### src/rtl/ubmpadd_pkg.sv
// Shared types for the multi-limb adder scheduler: limb width, FSM states and
// the registered result beat.
package ubmpadd_pkg;
  localparam int LIMB_W = 25;

  typedef enum logic {
    IDLE  = 1'b0,
    BURST = 1'b1
  } state_t;

  typedef struct packed {
    logic [LIMB_W-1:0] s;
    logic              co;
    logic              last;
    logic              id;
  } res_t;
endpackage

### src/rtl/ubmpadd_sched_if.sv
// Request/result bundle between the wide-operand clients and the scheduler.
interface ubmpadd_sched_if
  import ubmpadd_pkg::*;
();
  logic [1:0]        REQ_VALID;
  logic [1:0]        REQ_READY;
  logic [1:0]        REQ_FIRST;
  logic [1:0]        REQ_LAST;
  logic [1:0]        REQ_CIN;
  logic [LIMB_W-1:0] REQ_X0;
  logic [LIMB_W-1:0] REQ_Y0;
  logic [LIMB_W-1:0] REQ_X1;
  logic [LIMB_W-1:0] REQ_Y1;
  logic              RES_VALID;
  logic              RES_READY;
  logic [LIMB_W-1:0] RES_S;
  logic              RES_CO;
  logic              RES_LAST;
  logic              RES_ID;
  logic              ERR;

  modport master (
    output REQ_VALID, REQ_FIRST, REQ_LAST, REQ_CIN,
    output REQ_X0, REQ_Y0, REQ_X1, REQ_Y1, RES_READY,
    input  REQ_READY, RES_VALID, RES_S, RES_CO, RES_LAST, RES_ID, ERR
  );

  modport slave (
    input  REQ_VALID, REQ_FIRST, REQ_LAST, REQ_CIN,
    input  REQ_X0, REQ_Y0, REQ_X1, REQ_Y1, RES_READY,
    output REQ_READY, RES_VALID, RES_S, RES_CO, RES_LAST, RES_ID, ERR
  );
endinterface

### src/rtl/UBPriVCSkA_24_0.sv
// 25-bit unsigned carry-skip adder: five 5-bit ripple blocks, each bypassed by
// its incoming carry when every bit of the block propagates.
module UBPriVCSkA_24_0 (
  output logic [25:0] S,
  input  logic [24:0] X,
  input  logic [24:0] Y,
  input  logic        Cin
);
  logic [24:0] p;
  logic [24:0] g;
  logic [24:0] rc;
  logic [5:0]  bc;
  logic        ro;

  always_comb begin
    p  = X ^ Y;
    g  = X & Y;
    rc = '0;
    bc = '0;
    ro = 1'b0;
    bc[0] = Cin;
    for (int b = 0; b < 5; b++) begin
      rc[b*5] = bc[b];
      for (int i = 0; i < 4; i++) begin
        rc[b*5+i+1] = g[b*5+i] | (p[b*5+i] & rc[b*5+i]);
      end
      ro = g[b*5+4] | (p[b*5+4] & rc[b*5+4]);
      bc[b+1] = (&p[b*5 +: 5]) ? bc[b] : ro;
    end
    S = {bc[5], p ^ rc};
  end
endmodule

### src/rtl/ubmpadd_sched.sv
// Two-requester burst scheduler sharing one carry-skip adder; one limb per
// cycle, carry chained between limbs, round-robin ownership between bursts.
module ubmpadd_sched
  import ubmpadd_pkg::*;
#(
  parameter int MAX_LIMBS = 8,
  localparam int CNT_W = $clog2(MAX_LIMBS + 1)
) (
  input logic            CLK,
  input logic            RST_N,
  ubmpadd_sched_if.slave bus
);
  localparam logic [CNT_W-1:0] CNT_MAX = CNT_W'(MAX_LIMBS);

  state_t            state_q, state_d;
  logic              own_q, own_d;
  logic              ptr_q, ptr_d;
  logic              carry_q, carry_d;
  logic [CNT_W-1:0]  cnt_q, cnt_d, cnt_nxt;

  res_t              res_p1;
  logic              vld_p1;
  logic              err_p1;

  logic              slot_free;
  logic [1:0]        elig;
  logic [1:0]        ready;
  logic              gnt;
  logic              acc;
  logic              first_g, last_g, cin_g;
  logic [LIMB_W-1:0] x_g, y_g;
  logic [LIMB_W:0]   sum;
  logic              last_eff;
  logic              err_now;

  UBPriVCSkA_24_0 u_add (
    .S   (sum),
    .X   (x_g),
    .Y   (y_g),
    .Cin (cin_g)
  );

  always_comb begin
    slot_free = ~vld_p1 | bus.RES_READY;
    elig      = '0;
    gnt       = ptr_q;
    if (state_q == IDLE) begin
      elig = bus.REQ_VALID & bus.REQ_FIRST;
      case (elig)
        2'b01:   gnt = 1'b0;
        2'b10:   gnt = 1'b1;
        default: gnt = ptr_q;
      endcase
    end else begin
      elig[own_q] = bus.REQ_VALID[own_q];
      gnt         = own_q;
    end
    // READY is forced low while reset is asserted so nothing is handed over.
    ready      = '0;
    ready[gnt] = elig[gnt] & slot_free & RST_N;
    acc        = |ready;

    first_g  = bus.REQ_FIRST[gnt];
    last_g   = bus.REQ_LAST[gnt];
    x_g      = gnt ? bus.REQ_X1 : bus.REQ_X0;
    y_g      = gnt ? bus.REQ_Y1 : bus.REQ_Y0;
    cin_g    = first_g ? bus.REQ_CIN[gnt] : carry_q;
    cnt_nxt  = first_g ? CNT_W'(1) : cnt_q + CNT_W'(1);
    last_eff = last_g | (cnt_nxt == CNT_MAX);
    err_now  = (~last_g & (cnt_nxt == CNT_MAX)) | (first_g & (state_q == BURST));

    state_d = state_q;
    own_d   = own_q;
    ptr_d   = ptr_q;
    carry_d = carry_q;
    cnt_d   = cnt_q;
    if (acc) begin
      carry_d = sum[LIMB_W];
      cnt_d   = cnt_nxt;
      if (last_eff) begin
        state_d = IDLE;
        ptr_d   = ~gnt;
      end else begin
        state_d = BURST;
        own_d   = gnt;
      end
    end
  end

  always_ff @(posedge CLK or negedge RST_N) begin
    if (!RST_N) begin
      state_q <= IDLE;
      own_q   <= 1'b0;
      ptr_q   <= 1'b0;
      carry_q <= 1'b0;
      cnt_q   <= '0;
    end else begin
      state_q <= state_d;
      own_q   <= own_d;
      ptr_q   <= ptr_d;
      carry_q <= carry_d;
      cnt_q   <= cnt_d;
    end
  end

  // Stage p1: registered result beat, held until the downstream takes it.
  always_ff @(posedge CLK or negedge RST_N) begin
    if (!RST_N) begin
      res_p1 <= '0;
      vld_p1 <= 1'b0;
      err_p1 <= 1'b0;
    end else begin
      if (acc) begin
        res_p1 <= '{s: sum[LIMB_W-1:0], co: sum[LIMB_W], last: last_eff, id: gnt};
        vld_p1 <= 1'b1;
      end else if (bus.RES_READY) begin
        vld_p1 <= 1'b0;
      end
      err_p1 <= acc & err_now;
    end
  end

  assign bus.REQ_READY = ready;
  assign bus.RES_VALID = vld_p1;
  assign bus.RES_S     = res_p1.s;
  assign bus.RES_CO    = res_p1.co;
  assign bus.RES_LAST  = res_p1.last;
  assign bus.RES_ID    = res_p1.id;
  assign bus.ERR       = err_p1;
endmodule

### src/flat_wrapper.sv
// flat-port wrapper written by rule: the top's interface ports become plain ports
module ubmpadd_sched_flat import ubmpadd_pkg::*;
#(
  parameter int MAX_LIMBS = 8,
  localparam int CNT_W = $clog2(MAX_LIMBS + 1)
)
  (CLK, RST_N, bus_REQ_VALID, bus_REQ_FIRST, bus_REQ_LAST, bus_REQ_CIN, bus_REQ_X0, bus_REQ_Y0, bus_REQ_X1, bus_REQ_Y1, bus_RES_READY, bus_REQ_READY, bus_RES_VALID, bus_RES_S, bus_RES_CO, bus_RES_LAST, bus_RES_ID, bus_ERR);
  ubmpadd_sched_if bus_i ();
  input logic CLK;
  input logic RST_N;
  input wire logic [$bits(bus_i.REQ_VALID)-1:0] bus_REQ_VALID;
  input wire logic [$bits(bus_i.REQ_FIRST)-1:0] bus_REQ_FIRST;
  input wire logic [$bits(bus_i.REQ_LAST)-1:0] bus_REQ_LAST;
  input wire logic [$bits(bus_i.REQ_CIN)-1:0] bus_REQ_CIN;
  input wire logic [$bits(bus_i.REQ_X0)-1:0] bus_REQ_X0;
  input wire logic [$bits(bus_i.REQ_Y0)-1:0] bus_REQ_Y0;
  input wire logic [$bits(bus_i.REQ_X1)-1:0] bus_REQ_X1;
  input wire logic [$bits(bus_i.REQ_Y1)-1:0] bus_REQ_Y1;
  input wire logic [$bits(bus_i.RES_READY)-1:0] bus_RES_READY;
  output wire logic [$bits(bus_i.REQ_READY)-1:0] bus_REQ_READY;
  output wire logic [$bits(bus_i.RES_VALID)-1:0] bus_RES_VALID;
  output wire logic [$bits(bus_i.RES_S)-1:0] bus_RES_S;
  output wire logic [$bits(bus_i.RES_CO)-1:0] bus_RES_CO;
  output wire logic [$bits(bus_i.RES_LAST)-1:0] bus_RES_LAST;
  output wire logic [$bits(bus_i.RES_ID)-1:0] bus_RES_ID;
  output wire logic [$bits(bus_i.ERR)-1:0] bus_ERR;
  assign bus_i.REQ_VALID = bus_REQ_VALID;
  assign bus_i.REQ_FIRST = bus_REQ_FIRST;
  assign bus_i.REQ_LAST = bus_REQ_LAST;
  assign bus_i.REQ_CIN = bus_REQ_CIN;
  assign bus_i.REQ_X0 = bus_REQ_X0;
  assign bus_i.REQ_Y0 = bus_REQ_Y0;
  assign bus_i.REQ_X1 = bus_REQ_X1;
  assign bus_i.REQ_Y1 = bus_REQ_Y1;
  assign bus_i.RES_READY = bus_RES_READY;
  assign bus_REQ_READY = bus_i.REQ_READY;
  assign bus_RES_VALID = bus_i.RES_VALID;
  assign bus_RES_S = bus_i.RES_S;
  assign bus_RES_CO = bus_i.RES_CO;
  assign bus_RES_LAST = bus_i.RES_LAST;
  assign bus_RES_ID = bus_i.RES_ID;
  assign bus_ERR = bus_i.ERR;
  ubmpadd_sched #(.MAX_LIMBS(MAX_LIMBS)) u_core (.CLK(CLK), .RST_N(RST_N), .bus(bus_i));
endmodule
### config.mk
export PLATFORM = sky130hd
export DESIGN_NAME = ubmpadd_sched_flat
export DESIGN_NICKNAME = d
export VERILOG_FILES = /design/src/rtl/ubmpadd_pkg.sv /design/src/rtl/ubmpadd_sched_if.sv /design/src/rtl/UBPriVCSkA_24_0.sv /design/src/rtl/ubmpadd_sched.sv /design/src/flat_wrapper.sv
export SDC_FILE = /design/constraint.sdc
export NUM_CORES = 1
export LEC_CHECK = 0
export ABC_AREA = 1
export CORE_MARGIN = 4
export CORE_UTILIZATION = 44
export DETAILED_ROUTE_END_ITERATION = 7
export PLACE_DENSITY = 0.84
export SYNTH_ARGS = -nofsm -noshare
export SYNTH_HDL_FRONTEND = slang
export SYNTH_SLANG_ARGS = --single-unit
### constraint.sdc
create_clock -name CLK -period 16 [get_ports CLK]
set_input_delay 1.6 -clock CLK [delete_from_list [all_inputs] [get_ports CLK]]
set_output_delay 1.6 -clock CLK [all_outputs]
set_load 0.02 [all_outputs]
# Word-level counts from Yosys, hierarchy flattened
# Cells that the tools add are included.
[word_totals]
register_bits = 37
input_bits = 111
out_inout_bits = 32
elab_cells = 126
[classes]
n_addsub = 1
n_lt_le_gt_ge = 4
n_eq_ne = 3
muxes = 29
bitwise_logic = 68
n_reduce_logical = 11
[ops]
columns = ["operator", "n"]
rows = [
  ["2-to-1 mux 25 bit", 2],
  ["bitwise XOR 25 bit", 2],
  ["AND 1 bit", 30],
  ["bitwise OR 1 bit", 28],
  ["AND 25 bit", 1],
  ["AND reduction 5 bit", 5],
  ["2-to-1 mux 1 bit", 22],
  ["AND 2 bit", 3],
  ["adder 4 x 1 -> 4 bit (second input constant)", 1],
  ["== test 4 bit (second input constant)", 1],
  ["< comparator 1 x 2 -> 1 bit (second input constant)", 2],
  ["2-to-1 mux 4 bit", 1],
  ["inverter 1 bit", 4],
  ["AND reduction 2 bit", 2],
  ["demux 1 bit (select 1 bit)", 2],
  ["== test 2 x 1 -> 1 bit (second input constant)", 1],
  ["== test 2 bit (second input constant)", 1],
  [">= comparator 1 bit (second input constant)", 2],
  ["logical AND 1 bit", 2],
  ["2-to-1 mux 2 bit", 1],
  ["case mux 1 bit (2 select lines)", 1],
  ["nonzero test 2 bit", 1],
  ["OR reduction 2 bit", 1],
]

# Logic depth before layout (Yosys ltp)
[depth]
ltp_word = 62
mapped_depth = 51
depth_no_buf = 50

# Modules after synthesis
# From an unflattened synthesis, not the netlist that was laid out.
[unflattened]
hier_cells = 455
hier_area_um2 = 3304.4
[by_module_without_submodules]
columns = ["module", "instances", "cells_per_inst", "area_each_um2", "seq_area_each_um2"]
rows = [
  ["ubmpadd_sched", 1, 362, 2258.4, 925.9],
  ["UBPriVCSkA_24_0", 1, 93, 1046.0, 0.0],
]

# Worst setup path after synthesis
# Ideal clock, no wire load.
[synth_path]
path_type = "input port to flip-flop"
startpoint = "input port bus_REQ_FIRST[1]"
endpoint = "register u_core.res_p1 (netlist bit u_core.bus.RES_S[24])"
setup_ns = 0.117
arrival_time_ns = 13.718
required_ns = 15.883
path_slack_ns = 2.165
cell_stages = 49
path_buffers = 2
path_cell_list = "nand2_1 > inv_1 > ha_1 > inv_1 > nand2_1 > nand3_2 > nand2_4 > inv_2 > clkbuf_1 > buf_2 > nand2_1 > nand2_1 > fa_1 > fa_1 > fa_1 > inv_1 > fa_1 > fa_1 > [13 not listed] > fa_1 > nand2_1 > nand2_1 > fa_1 > fa_1 > fa_1 > fa_1 > fa_1 > or2_2 > and2_1 > fa_1 > fa_1 > fa_1 > fa_1 > inv_1 > fa_1 > nand2_1 > nand2_1"
[synth_via]
elab_chain_cells = 60
elab_cells_between_ends = 83
cone_classes = "order compare (2); eq/ne (2); mux (18); bitwise (55); reduce/logical (6)"
[synth_rtl]
columns = ["element", "line", "text"]
rows = [
  ["start, declared", "flat_wrapper.sv:12", "input wire logic [$bits(bus_i.REQ_FIRST)-1:0] bus_REQ_FIRST;"],
  ["AND 2 bit", "ubmpadd_sched.sv:48", "elig = bus.REQ_VALID & bus.REQ_FIRST;"],
  ["== test 2 bit or == test 2 x 1 -> 1 bit (tied branches)", "ubmpadd_sched.sv:49", "case (elig)"],
  ["case mux 1 bit (2 select lines)", "ubmpadd_sched.sv:49", ""],
  ["2-to-1 mux 1 bit", "ubmpadd_sched.sv:47", "if (state_q == IDLE) begin"],
  ["2-to-1 mux 1 bit (on tied branches) (2 in a row)", "ubmpadd_sched.sv:67, ubmpadd_sched.sv:63", ""],
  ["2-to-1 mux 1 bit", "ubmpadd_sched.sv:67", "cin_g = first_g ? bus.REQ_CIN[gnt] : carry_q;"],
  ["AND 1 bit", "UBPriVCSkA_24_0.sv:25", "rc[b*5+i+1] = g[b*5+i] | (p[b*5+i] & rc[b*5+i]);"],
  ["bitwise OR 1 bit", "UBPriVCSkA_24_0.sv:25", ""],
  ["[44 not listed]", "n/a", ""],
  ["AND 1 bit", "UBPriVCSkA_24_0.sv:25", ""],
  ["bitwise OR 1 bit", "UBPriVCSkA_24_0.sv:25", ""],
  ["AND 1 bit", "UBPriVCSkA_24_0.sv:25", ""],
  ["bitwise OR 1 bit", "UBPriVCSkA_24_0.sv:25", ""],
  ["AND 1 bit", "UBPriVCSkA_24_0.sv:25", ""],
  ["bitwise OR 1 bit", "UBPriVCSkA_24_0.sv:25", ""],
  ["bitwise XOR 25 bit (*)", "UBPriVCSkA_24_0.sv:30", "S = {bc[5], p ^ rc};"],
  ["net u_core.sum[24]", "ubmpadd_sched.sv:32", "logic [LIMB_W:0] sum;"],
  ["end signal, assigned", "ubmpadd_sched.sv:114", "res_p1 <= '{s: sum[LIMB_W-1:0], co: sum[LIMB_W], last: last_eff, id: gnt};"],
  ["end, declared", "ubmpadd_sched.sv:21", "res_t res_p1;"],
]
# Mark *: on every way through the listed nets, which the timed path passes. The rest lies on a longest branch. The select of a mux whose other input is x is not followed.
# A chain may end at the register's enable or synchronous reset.

# Final worst setup path
[layout_path]
startpoint = "input port bus_REQ_FIRST[0]"
endpoint = "register u_core.res_p1 (netlist bit u_core.bus.RES_S[24])"
# Same word-level chain as after synthesis.

==> impl_metrics.env <==
export IMPL_gpl_final_weighted_congestion=0.796
export IMPL_ys_seq_area_frac=0.272
export IMPL_power_per_cell_area_nw_per_um2=191
export IMPL_startpoint_type="input port"
export IMPL_grt_met3_usage=0.0328
export IMPL_cpPeakStageDelay_ns=0.52
export IMPL_max_freq_mhz=67.9
export IMPL_groute_layer_met1_usage=0.235
export IMPL_period_needed_ns=14.73
export IMPL_status="finished, final reports clean"
export IMPL_ctsLongestPathBuffers=2
export IMPL_cp_end_kind="flop"
export IMPL_maxSlewViolCount=0
export IMPL_ys_warn_count=0
export IMPL_worstSkewPairLatency_ns=0.29
export IMPL_dr_total_vias=3116
export IMPL_gr_usage_all_layers=0.194
export IMPL_initial_utilization=0.462
export IMPL_floorplan_die_height_um=96.0
export IMPL_largest_register_ff_count=25
export IMPL_timing_hold_worst_class="reg -> reg"
export IMPL_count_of_different_cell_masters_after_synthesis=28
export IMPL_grt_pass1_wl_um=14200
export IMPL_drt_initial_drc_count=98
export IMPL_fraction_of_post_synthesis_cell_area_in_the_top_cell_type_by_area=0.272
export IMPL_critPathMostFrequentCell="sky130_fd_sc_hd__fa_1"
export IMPL_drive_above_1_share=0.107
export IMPL_cp_required_ns=16.17
export IMPL_vdd_ir_drop_worst_mv=0.0812
export IMPL_syn_area_um2=3410
export IMPL_crit_path_top_delay_cell="sky130_fd_sc_hd__clkdlybuf4s50_1"
export IMPL_worst_pin_slew_ns=1.05
export IMPL_dieArea_um2=9210
export IMPL_layout_cells_most_common_list="sky130_fd_sc_hd__clkdlybuf4s50_1, sky130_fd_sc_hd__nand2_1, sky130_fd_sc_hd__inv_1"
export IMPL_drt_first_pass_iters=4
export IMPL_synthDominantAreaCellType="sky130_fd_sc_hd__dfrtp_1"
export IMPL_totalWireLength_um=8560
export IMPL_critPathKind="in -> reg"
export IMPL_worst_endpoint_arrival_ns=14.91
export IMPL_design_final_nets=732
export IMPL_cap_viol_max_count=0
export IMPL_postSynthCellCount=435
export IMPL_mappedNetlistNets=598
export IMPL_gr_max_usage_layer="met2"
export IMPL_cp_max_fanout=34
export IMPL_insertedDiodeCount=0
export IMPL_core_region_area_um2=7370
export IMPL_portbufs=142
export IMPL_synthesis_area_per_instance_um2=7.83
export IMPL_route_detailed_vias_per_inst=4.66
export IMPL_part_of_the_cycle_the_worst_path_needs=0.921
export IMPL_max_slew_margin_rel=0.300
export IMPL_rsz_0062_raised_after_global_routing="false"
export IMPL_fin_tns_setup_ns=0
export IMPL_grt_antenna_before_repair=0
export IMPL_tritoncts_num_buffers=5
export IMPL_final_instance_count_excl_fill=669
export IMPL_cts_sinks=37
export IMPL_count_of_final_hold_check_violations=0
export IMPL_numPlacedInstances=661
export IMPL_grt_overflow=0
export IMPL_floorplan_rows=31
export IMPL_clk_pin_slew_ns=0.07
export IMPL_routedWlPerCell_um=12.8
export IMPL_fin_skew_ns=0.00627
export IMPL_yosys_register_bits=37
export IMPL_synthArstFlopShare=1.00
export IMPL_dp_hpwl_um=7190
export IMPL_layout_commonest_cell="sky130_fd_sc_hd__clkdlybuf4s50_1"
export IMPL_holdBufCountCts=0
export IMPL_post_route_drc_count=0
export IMPL_cts_tree="yes"
export IMPL_synth_top_cells_by_area="sky130_fd_sc_hd__dfrtp_1, sky130_fd_sc_hd__fa_1, sky130_fd_sc_hd__nand2_1, sky130_fd_sc_hd__ha_1, sky130_fd_sc_hd__inv_1"
export IMPL_area_delta_synth_final_pct=45.4
export IMPL_die_w_um=96.0
export IMPL_h_tree_depth=2
export IMPL_report_power_total_mw=0.945
export IMPL_reg2reg_slack_ns=3.01
export IMPL_first_global_vias=3219
export IMPL_timing_critical_path_max_delay_family="adder cells"
export IMPL_synth_edff_count=0
export IMPL_power_leakage_nw=2.43
export IMPL_ioPinCount=143
export IMPL_post_cts_setup_buffer_count=0
export IMPL_postRouteAntennaNets=0
export IMPL_global_route_usage_met2=0.355
export IMPL_postSynth_topFlopCell="sky130_fd_sc_hd__dfrtp_1"
export IMPL_cts_root_buffer="sky130_fd_sc_hd__clkbuf_8"
export IMPL_cts_resized_gates=0
export IMPL_setup_violations=0
export IMPL_timing_critical_path_buf_inv=5
export IMPL_grt_start_max_net_pins=62
## power breakdown
| part | switching, mW | leakage, nW | internal, mW |
|---|---|---|---|
| logic | 0.421 | 1.92 | 0.296 |
| clock network | 0.0324 | 0.0450 | 0.0302 |
| registers | 0.0264 | 0.464 | 0.138 |
| total | 0.480 | 2.43 | 0.465 |
## stage by stage
step / hold WS, ns / worst slack (ns) / instance area, um^2 / utilization
after floorplan: 0.459 / 2.17 / 3410 / -
after global placement: 0.461 / 1.24 / 4870 / 0.661
after detailed placement: 0.465 / 0.951 / 4870 / 0.661
after CTS: 0.485 / 1.24 / 4950 / 0.672
after global routing: 0.509 / 0.615 / 4950 / 0.672
final: 0.479 / 1.27 / 4950 / 0.672
## cell usage after synthesis (4+ instances only)
library cell,count
sky130_fd_sc_hd__ha_1,27
sky130_fd_sc_hd__nand2_1,114
sky130_fd_sc_hd__nor2_1,8
sky130_fd_sc_hd__clkbuf_1,5
sky130_fd_sc_hd__o21ai_0,55
sky130_fd_sc_hd__nand2_2,4
sky130_fd_sc_hd__inv_1,75
sky130_fd_sc_hd__o21ai_2,14
sky130_fd_sc_hd__nand3_2,6
sky130_fd_sc_hd__buf_2,9
sky130_fd_sc_hd__fa_1,25
sky130_fd_sc_hd__or2_2,23
sky130_fd_sc_hd__and3_1,4
sky130_fd_sc_hd__nand3_1,10
sky130_fd_sc_hd__dfrtp_1,37
## routing by layer
layer	wire, um	vias up	share of wire
li1	-	1583	-
met1	3290	1424	0.38
met2	4550	96	0.53
met3	605	13	0.071
met4	118	0	0.014
met5	0	-	0
## layout make-up
type | instances | area (um^2)
Tap cell | 99 | 124
Multi-Input combinational cell | 304 | 2100
Clock inverter | 2 | 10.0
Timing Repair Buffer | 144 | 1430
Inverter | 77 | 289
Fill cell | 636 | 2420
Clock buffer | 6 | 72.6
Sequential cell | 37 | 926
## cells by family (layout without fill, tap and decap cells)
logic type	Yosys count	in the layout	synth area share
compound gates	75	75	0.128
xor+xnor	2	2	0.00514
fa+ha+maj	52	52	0.246
buf+inv	94	229	0.112
flops	37	37	0.272
mux	1	1	0.00294
simple gates	174	174	0.234
## path summary, 6_finish.rpt
| kind | start | endpoint | depth (start not counted) |
|---|---|---|---|
| max | bus_REQ_FIRST[0] | u_core.bus.RES_S[24]$_DFFE_PN0P_ | 47 |
| min | u_core.bus.RES_LAST$_DFFE_PN0P_ | u_core.bus.RES_LAST$_DFFE_PN0P_ | 2 |
| max reg2reg | u_core.state_q$_DFFE_PN0P_ | u_core.bus.RES_S[24]$_DFFE_PN0P_ | 43 |
| min reg2reg | u_core.bus.RES_LAST$_DFFE_PN0P_ | u_core.bus.RES_LAST$_DFFE_PN0P_ | 2 |
| max in group asynchronous | RST_N | u_core.bus.RES_S[14]$_DFFE_PN0P_ | 1 |
| min in group asynchronous | RST_N | u_core.bus.RES_S[1]$_DFFE_PN0P_ | 1 |
## tightest hold or removal path: stages (launching register included)
cell,delay (ns)
sky130_fd_sc_hd__dfrtp_1,0.34
sky130_fd_sc_hd__nand2_1,0.05
sky130_fd_sc_hd__nand2_1,0.05
No activity file was read; power rests on OpenSTA's default activity.
